--- src/rtl/de_issue_ctrl.sv ---
// de_issue_ctrl
//   Issue/hazard controller between decode (DE) and address generation (AG).
//   Tracks in-flight register writes in a per-register scoreboard of small
//   counters and in-flight memory writes in a single counter, and from these
//   produces the DE->AG handshake (reg_dep, mem_dep, ld_ag, ag_vin).
//   WB retire feedback releases entries; a flush clears all tracking.
//
// Build option:
//   SB_BYPASS_EN  when defined, a same-cycle WB retire that drops a source
//                 counter (or the store counter) from 1 to 0 is forwarded so
//                 the DE instruction does not stall for that hazard.
//
// Ports:
//   clk, reset                 clock, synchronous active-high reset
//   de_v                       DE holds a valid instruction
//   de_src1/2, de_src1_v/2_v   DE source registers and their read enables
//   de_dst, de_dst_we          DE destination register and write enable
//   de_re, de_we               DE instruction reads / writes memory
//   mr_stall, mw_stall         memory read / write port stalls
//   wb_v, wb_dst, wb_dst_we    WB retire and its register write
//   wb_mw                      a memory write completed this cycle
//   flush                      pipeline flush (taken jump)
//   reg_dep, mem_dep           register / memory hazard on the DE instruction
//   ld_ag, ag_vin              AG latch enable, valid into AG
//   sb_busy                    per-register nonzero-counter flags
//   st_pend                    in-flight memory writes
//   stall_cnt                  saturating count of stalled DE cycles
module de_issue_ctrl #(
  parameter int NREG        = 8,
  parameter int SB_CNT_W    = 2,
  parameter int ST_CNT_W    = 3,
  parameter int STALL_CNT_W = 16
) (
  input  logic                   clk,
  input  logic                   reset,
  input  logic                   de_v,
  input  logic [2:0]             de_src1,
  input  logic [2:0]             de_src2,
  input  logic                   de_src1_v,
  input  logic                   de_src2_v,
  input  logic [2:0]             de_dst,
  input  logic                   de_dst_we,
  input  logic                   de_re,
  input  logic                   de_we,
  input  logic                   mr_stall,
  input  logic                   mw_stall,
  input  logic                   wb_v,
  input  logic [2:0]             wb_dst,
  input  logic                   wb_dst_we,
  input  logic                   wb_mw,
  input  logic                   flush,
  output logic                   reg_dep,
  output logic                   mem_dep,
  output logic                   ld_ag,
  output logic                   ag_vin,
  output logic [NREG-1:0]        sb_busy,
  output logic [ST_CNT_W-1:0]    st_pend,
  output logic [STALL_CNT_W-1:0] stall_cnt
);

  typedef enum logic {RUN = 1'b0, FLUSH = 1'b1} state_t;

  state_t              state;
  logic [SB_CNT_W-1:0] cnt [NREG];
  logic                wb_ret;
  logic                s1_busy, s2_busy, dst_full;
  logic                st_busy, st_full;
  logic                issue;
  logic [NREG-1:0]     sb_inc, sb_dec;
  logic                st_inc, st_dec;

  function automatic logic [STALL_CNT_W-1:0] sat_inc(input logic [STALL_CNT_W-1:0] v);
    return (v == '1) ? v : v + STALL_CNT_W'(1);
  endfunction

  assign wb_ret = wb_v & wb_dst_we;

  always_comb begin
    s1_busy  = (cnt[de_src1] != '0);
    s2_busy  = (cnt[de_src2] != '0);
    st_busy  = (st_pend != '0);
`ifdef SB_BYPASS_EN
    // A retire that empties the counter this cycle forwards its result.
    if (wb_ret && (wb_dst == de_src1) && (cnt[de_src1] == SB_CNT_W'(1)))
      s1_busy = 1'b0;
    if (wb_ret && (wb_dst == de_src2) && (cnt[de_src2] == SB_CNT_W'(1)))
      s2_busy = 1'b0;
    if (wb_mw && (st_pend == ST_CNT_W'(1)))
      st_busy = 1'b0;
`endif
    // The destination guard stays on registered values: it protects the
    // counter from wrapping, not a data dependency.
    dst_full = (cnt[de_dst] == '1);
    st_full  = (st_pend == '1);
  end

  assign reg_dep = de_v & ((de_src1_v & s1_busy) | (de_src2_v & s2_busy) |
                           (de_dst_we & dst_full));
  assign mem_dep = de_v & ((de_re & st_busy) | (de_we & st_full));
  assign ld_ag   = ~(mem_dep | mr_stall | mw_stall);
  assign ag_vin  = de_v & ~reg_dep & (state == RUN);
  assign issue   = ld_ag & ag_vin;

  always_comb begin
    sb_inc = '0;
    sb_dec = '0;
    for (int r = 0; r < NREG; r++) begin
      sb_inc[r]  = issue & de_dst_we & (de_dst == 3'(r));
      // Retiring a register with no pending write is ignored.
      sb_dec[r]  = wb_ret & (wb_dst == 3'(r)) & (cnt[r] != '0);
      sb_busy[r] = (cnt[r] != '0);
    end
  end

  assign st_inc = issue & de_we & ~st_full;
  assign st_dec = wb_mw & (st_pend != '0);

  always_ff @(posedge clk) begin
    if (reset) begin
      state     <= RUN;
      st_pend   <= '0;
      stall_cnt <= '0;
      for (int r = 0; r < NREG; r++) cnt[r] <= '0;
    end else begin
      if (de_v && !issue) stall_cnt <= sat_inc(stall_cnt);

      state <= flush ? FLUSH : RUN;

      // Entering or sitting in FLUSH wipes all tracking; anything issued or
      // retired in that cycle belongs to the squashed path.
      if (flush || state == FLUSH) begin
        st_pend <= '0;
        for (int r = 0; r < NREG; r++) cnt[r] <= '0;
      end else begin
        if (st_inc && !st_dec)      st_pend <= st_pend + ST_CNT_W'(1);
        else if (st_dec && !st_inc) st_pend <= st_pend - ST_CNT_W'(1);
        for (int r = 0; r < NREG; r++) begin
          if (sb_inc[r] && !sb_dec[r])      cnt[r] <= cnt[r] + SB_CNT_W'(1);
          else if (sb_dec[r] && !sb_inc[r]) cnt[r] <= cnt[r] - SB_CNT_W'(1);
        end
      end
    end
  end

endmodule

--- config.mk ---
export PLATFORM = sky130hd
export DESIGN_NAME = de_issue_ctrl
export DESIGN_NICKNAME = d
export VERILOG_FILES = /design/src/rtl/de_issue_ctrl.sv
export SDC_FILE = /design/constraint.sdc
export NUM_CORES = 1
export LEC_CHECK = 0
export ABC_AREA = 1
export ABC_CLOCK_PERIOD_IN_PS = 2650
export BUFFER_PORTS_ARGS = -buffer_cell sky130_fd_sc_hd__clkbuf_2
export CAP_MARGIN = 15
export CORE_MARGIN = 3
export CORE_UTILIZATION = 57
export CTS_BUF_LIST = sky130_fd_sc_hd__clkbuf_8
export CTS_CLUSTER_SIZE = 16
export DETAILED_ROUTE_END_ITERATION = 12
export GPL_ROUTABILITY_DRIVEN = 0
export HOLD_SLACK_MARGIN = 0.1
export PLACE_DENSITY = 0.86
export SLEW_MARGIN = 30
export SYNTH_ARGS = -nofsm -noshare
export SYNTH_HDL_FRONTEND = slang
export SYNTH_SLANG_ARGS = --single-unit
--- constraint.sdc ---
create_clock -name clk -period 2.65 [get_ports clk]
set_input_delay 0.1325 -clock clk [delete_from_list [all_inputs] [get_ports clk]]
set_output_delay 0.1325 -clock clk [all_outputs]
set_load 0.005 [all_outputs]
==> flow_summary.json, run 1 <==
{
  "cts.sinks": 36,
  "final_cell_area_sq_mm": 0.00332,
  "yosysSeqAreaShare": 0.312,
  "tritoncts": "built",
  "synthCells": 420,
  "status": "complete, no violations",
  "yosysWarnings": 0,
  "fp-row-count": 24,
  "ios": 57,
  "met1_usage": 0.318,
  "ant_nets": 0,
  "ys.flop_type": "dfxtp_1",
  "gr-max-usage-layer": "met2",
  "layout.nets": 520,
  "synthAdderAreaFrac": 0.0426,
  "synth.area.mux_share": 0,
  "tightest_slew_ns": 0.513,
  "die_x_microns": 76.4,
  "synth_edf_count": 16,
  "antennaDiodeCount": 0,
  "ys_ff_latch": 36,
  "core_area_sq_mm": 0.00456,
  "syn-cell-area_sq_mm": 0.00282,
  "drt-pass1-iter-count": 6,
  "wire_per_inst_microns": 13.5,
  "cts_root_buf": "clkbuf_8",
  "powerDensity_mw_per_mm2": 391,
  "syn_to_final_growth_pct": 17.7,
  "final.setup_skew_ns": 0.00579,
  "crit_fanout": 4,
  "slew_violations": 0,
  "worstSkewPairLatency_ns": 0.29,
  "max_slew_margin": 0.658,
  "grt_util_met2": 0.455,
  "setup_viol": 0,
  "fin_crit_sh": 0.916,
  "dp_hpwl_mm": 5.63,
  "cts_max_level": 2,
  "grt_max_degree": 20,
  "start_util": 0.618,
  "drt-initial-drc-count": 260,
  "utilization": 0.728,
  "use_met3": 0.0449,
  "drive_gt1_frac": 0.212,
  "fin_crit_ns": 2.43,
  "worstPathArrival_ns": 2.64,
  "end_kind": "flip-flop",
  "antenna_found_initial": 0,
  "yosys.area_share.simple": 0.412,
  "viasPerCell": 5.49,
  "avgSynthCellArea_sq_um": 6.72,
  "die_h_microns": 76.4,
  "cp.required_ns": 2.86,
  "synth_compound_area_frac": 0.0945,
  "synth_fp_nets": 455,
  "ir_worst_vdd_mv": 0.310,
  "yosys.area_share.xor_xnor": 0.0248,
  "path_clk_slew_ns": 0.08,
  "io_buffers": 56,
  "grt_overflow": 0,
  "synthArstFlopShare": 0,
  "drc_errors": 0,
  "p_leak_nw": 1.54,
  "grt_usage": 0.257,
  "max_cap_viol_count": 0,
  "grt_first_pass_wirelength_mm": 12.5,
  "cts_buffers": 5,
  "hold_viol": 0,
  "clock.fmax_mhz": 412,
  "crit_type": "reg2reg",
  "clockBufferDepth": 2,
  "synth_top_family_by_area": "simple AND/OR/NAND/NOR gates",
  "die-area_sq_mm": 0.00583,
  "crit_path_start_kind": "flip-flop",
  "placed_cell_area_sq_mm": 0.00314,
  "hold_path.class": "in2reg",
  "wl_mm": 7.46,
  "grt_pass1_vias": 2767,
  "yosysUniqueCellTypes": 40,
  "vias": 3026
}
[worst max-delay path, cell delays in order, from the launching register on]
cell and delay (ns):
edfxtp_1 0.47, nor2_4 0.17, nand2_1 0.07, nand3_1 0.07
nand3_1 0.08, nand3_1 0.11, nand2_1 0.10, nor2_4 0.15
nand3_4 0.08, nor2_2 0.10, ha_1 0.14, inv_1 0.07
fa_2 0.53, nand2_1 0.06, a21oi_1 0.15
[routing by layer]
| layer | vias up | part of all wire |
|---|---|---|
| met5 | - | 0 |
| li1 | 1502 | - |
| met2 | 128 | 0.50 |
| met1 | 1389 | 0.42 |
| met3 | 7 | 0.065 |
| met4 | 0 | 0.0097 |
[Yosys cell counts (2+ instances only)]
cell	number	area, sq um
buf_2	2	10.0
xnor2_1	2	17.5
nand3_2	2	20.0
a21oi_1	16	80.1
a31oi_1	2	12.5
nor3_4	2	32.5
nor2_1	39	146
xor2_1	6	52.6
ha_1	8	100
nor2_4	2	22.5
o21ai_1	7	35.0
o21ai_0	11	55.1
nor4_1	8	50.1
inv_1	66	248
nand3_1	48	240
nand4_1	10	62.6
nand2_1	111	417
dfxtp_1	20	400
nand3b_1	3	22.5
nor3_1	10	50.1
buf_6	3	33.8
inv_2	2	7.51
a21oi_2	7	61.3
clkbuf_1	2	7.51
edfxtp_1	16	480
[cells by family (layout without fill, tap and decap cells)]
family	after synthesis	after routing
compound gates	46	46
simple gates	243	243
xor+xnor	8	8
buf+inv	78	144
flops	36	36
fa+ha+maj	9	9
[state kept, by name, indices dropped and copies added, names as in the netlist]
register	cells
st_pend	3
state	1
stall_cnt	16
cnt	16
[per-stage QoR]
step | setup TNS, ns | std cells | total power, mW | hold slack (ns) | worst slack, ns
final | 0 | 551 | 1.30 | 0.181 | 0.222
after global routing | -0.00636 | 551 | 1.37 | 0.183 | -0.00636
after CTS | 0 | 544 | 1.28 | 0.178 | 0.0953
after detailed placement | 0 | 535 | 0.871 | 0.371 | 0.0770
after global placement | 0 | 535 | 0.865 | 0.352 | 0.190
after floorplan | 0 | 420 | 0.789 | 0.239 | 0.227
[final cells by class]
| cell class | instances | area, sq um |
|---|---|---|
| multi-input cells | 306 | 1640 |
| inverters | 70 | 265 |
| well taps | 65 | 81.3 |
| clock inverters | 2 | 10.0 |
| fillers | 388 | 1240 |
| repair buffers | 66 | 358 |
| flip-flops and latches | 36 | 881 |
| clock buffers | 6 | 82.6 |
[worst paths after layout]
path / start / end / slack [ns] / cells past startpoint
hold / removal: reset / stall_cnt[14] / 0.18 / 2
hold reg to reg: st_pend[2] / st_pend[2] / 0.50 / 2
setup / recovery: cnt[5][0] / st_pend[1] / 0.22 / 14
setup reg to reg: cnt[5][0] / st_pend[1] / 0.22 / 14
[cell usage in the layout (no fill, tap or decap), types with 9 or more instances in the layout]
cell,count
a21oi_1,16
buf_4,9
clkbuf_2,56
dfxtp_1,20
edfxtp_1,16
inv_1,66
nand2_1,111
nand3_1,48
nand4_1,10
nor2_1,33
nor3_1,10
o21ai_0,10
[timing repair]
item | in CTS | in global routing
hold endpoints to repair | 1 | 0
gates resized for setup | 0 | 9
buffers inserted | 0 | 7
hold buffers | 1 | 0
setup endpoints to repair | 0 | 2
[power breakdown]
part	leakage [nW]	internal, mW	total [mW]	switching [mW]
Clock	0.0510	0.208	0.413	0.206
Combinational	1.14	0.0990	0.268	0.169
Sequential	0.344	0.598	0.617	0.0188
Note: power is estimated with default switching activity, not from simulation.
==> run 2: changes to the inputs <==
--- a/config.mk
+++ b/config.mk
@@ -6,7 +6,7 @@
 export NUM_CORES = 1
 export LEC_CHECK = 0
 export ABC_AREA = 1
-export ABC_CLOCK_PERIOD_IN_PS = 2650
+export ABC_CLOCK_PERIOD_IN_PS = 2300
 export BUFFER_PORTS_ARGS = -buffer_cell sky130_fd_sc_hd__clkbuf_2
 export CAP_MARGIN = 15
 export CORE_MARGIN = 3
@@ -17,7 +17,7 @@
 export GPL_ROUTABILITY_DRIVEN = 0
 export HOLD_SLACK_MARGIN = 0.1
 export PLACE_DENSITY = 0.86
-export SLEW_MARGIN = 30
+export SLEW_MARGIN = 20
 export SYNTH_ARGS = -nofsm -noshare
 export SYNTH_HDL_FRONTEND = slang
 export SYNTH_SLANG_ARGS = --single-unit
==> constraint.sdc (replaced) <==
create_clock -name clk -period 2.3 [get_ports clk]
set_input_delay 0.115 -clock clk [delete_from_list [all_inputs] [get_ports clk]]
set_output_delay 0.115 -clock clk [all_outputs]
set_load 0.005 [all_outputs]
==> run 2 against run 1 <==
  * The run now ends with setup timing left
  * Design area increased by 9.3%
  * Die area unchanged
  * Utilization up 6.8 points
  * Setup slack lost 0.39 ns
  * Critical path depth did not move
  * Sequential power grew 14%
  * Non-clock buffer count rose by 20
  * Clock skew decreased by 0.00052 ns
  * Total power is 18% higher
  * Routed wire length rose by 11%
  * Clock power rose by 8.5%
  * Via count increased by 6.9%
  * Critical path type unchanged
==> flow_summary.json, run 2 (synthesis results as in run 1) <==
{
  "max_cap_viol_count": 0,
  "reg2regPathDepth": 14,
  "grt_pass1_vias": 2942,
  "ant_nets": 0,
  "die_h_microns": 76.4,
  "start_util": 0.618,
  "tritoncts": "built",
  "drt-pass1-iter-count": 5,
  "ios": 57,
  "mostFrequentLayoutCells": "nand2_1, inv_1, clkbuf_2, nand3_1, nor2_1",
  "min_delay_path_depth": 2,
  "hold_viol": 0,
  "grt_setup_unrepaired": "yes",
  "top_regs": "cnt: 16 flops, stall_cnt: 16 flops, st_pend: 3 flops",
  "cts.sinks": 36,
  "drt-initial-drc-count": 313,
  "grt_first_pass_wirelength_mm": 13.1,
  "setup_viol": 13,
  "core_area_sq_mm": 0.00456,
  "total_power_mw": 1.53,
  "timing.rr.end": "cnt[4][0]",
  "tightest_slew_ns": 0.492,
  "hold_path.class": "in2reg",
  "cts_root_buf": "clkbuf_8",
  "dp_hpwl_mm": 5.96,
  "ir_worst_vdd_mv": 0.438,
  "worstPathArrival_ns": 2.48,
  "hold_end": "stall_cnt[14]",
  "setup_slack_ns": -0.167,
  "worstSkewPairLatency_ns": 0.30,
  "cts_max_level": 2,
  "drive_gt1_frac": 0.292,
  "grt_overflow": 0,
  "cts_buffers": 5,
  "rrSetupSlack_ns": -0.17,
  "final_cell_area_sq_mm": 0.00363,
  "final.setup_skew_ns": 0.00526,
  "finalSetupTns_ns": -0.878,
  "die-area_sq_mm": 0.00583,
  "drc_errors": 0,
  "final_common_cell": "nand2_1",
  "p_leak_nw": 1.65,
  "grt_max_degree": 20,
  "vias": 3234,
  "crit_fanout": 6,
  "path_cells": "inv_1 -> nand3_1 -> nand3_1 -> nand3b_1 -> nand3_2 -> nand2_2 -> nor2_4 -> buf_4 -> buf_4 -> buf_4 -> nand4_4 -> nor2_2 -> nand3_1 -> nand3_1",
  "end_kind": "flip-flop",
  "wl_mm": 8.28,
  "antennaDiodeCount": 0,
  "cp.required_ns": 2.32,
  "crit_path_start_kind": "flip-flop",
  "fp-row-count": 24,
  "antenna_found_initial": 0,
  "slew_violations": 0,
  "status": "finished with violations",
  "viasPerCell": 5.65,
  "fin_crit_sh": 1.07,
  "critical_path_buf_inv_count": 4,
  "grt_usage": 0.275,
  "wire_per_inst_microns": 14.5,
  "crit_type": "reg2reg",
  "syn_to_final_growth_pct": 28.7,
  "path_clk_slew_ns": 0.08,
  "placed_cell_area_sq_mm": 0.00329,
  "crit_slowest_cell": "edfxtp_1",
  "violations": "setup timing",
  "die_x_microns": 76.4,
  "regToRegStartpoint": "cnt[0][1]",
  "fin_crit_ns": 2.47,
  "worst_path_most_repeated_cell": "nand3_1",
  "clockBufferDepth": 2,
  "layout.nets": 541,
  "clock.fmax_mhz": 405,
  "powerDensity_mw_per_mm2": 421,
  "max_slew_margin": 0.669,
  "max_stage_delay_ns": 0.39,
  "hold_path_startpoint": "reset",
  "holdWs_ns": 0.169,
  "io_buffers": 56,
  "path_delay_family": "simple AND/OR/NAND/NOR gates"
}
-- run 2: cell count changes in the layout (fill, tap and decap cells not counted), sizes merged --
cell	before	now
clkinv	3	2
clkbuf	62	61
inv	69	71
nor2	43	44
buf	9	29
-- run 2: layer usage --
layer / global-route usage / vias to the layer above / part of all wire
li1: - / 1556 / -
met1: 0.331 / 1473 / 0.39
met2: 0.495 / 163 / 0.50
met3: 0.0496 / 42 / 0.079
met4: 0.0833 / 0 / 0.039
met5: 0 / - / 0
-- run 2: worst max-delay path by stage --
stage / start / endpoint / depth (start not counted)
final: cnt[0][1] / cnt[4][0] / 14
after global routing: cnt[4][1] / cnt[4][0] / 14
after CTS: cnt[4][1] / st_pend[2] / 19
after detailed placement: cnt[4][1] / st_pend[2] / 16
after global placement: cnt[7][1] / st_pend[2] / 16
after floorplan: cnt[4][1] / st_pend[2] / 16
-- run 2: worst register-to-register path, delay by kind of cell, from the launching register on --
kind | cells | cell delay (ns)
buf+inv | 4 | 0.48
flops | 1 | 0.39
simple gates | 10 | 1.31
-- run 2: layout make-up --
class	instances	area (sq um)
Timing Repair Buffer	86	523
Fill cell	333	933
Sequential cell	36	881
Tap cell	65	81.3
Clock inverter	3	12.5
Clock buffer	5	68.8
Multi-Input combinational cell	307	1800
Inverter	70	265
-- run 2: stage by stage --
stage           util  instances  setup slack [ns]
6_report       0.796        572            -0.167
5_1_grt        0.796        572            -0.324
4_1_cts        0.753        567           -0.0812
3_5_place_dp   0.721        554           -0.0821
3_3_place_gp   0.721        554           0.00569
2_1_floorplan      -        420           -0.0261
-- run 2: what timing repair did --
action | 4_1_cts | 5_1_grt
setup buffers | 4 | 5
resized for setup | 8 | 37
hold endpoints to repair | 1 | 0
cloned | 0 | 1
pin swaps | 7 | 18
hold buffers | 1 | 0
endpoints found under the setup margin | 2 | 37
-- run 2: power breakdown --
group	total, mW	internal [mW]	switching (mW)
combinational	0.375	0.147	0.228
clock	0.448	0.204	0.244
sequential	0.704	0.689	0.0152
total	1.53	1.04	0.487
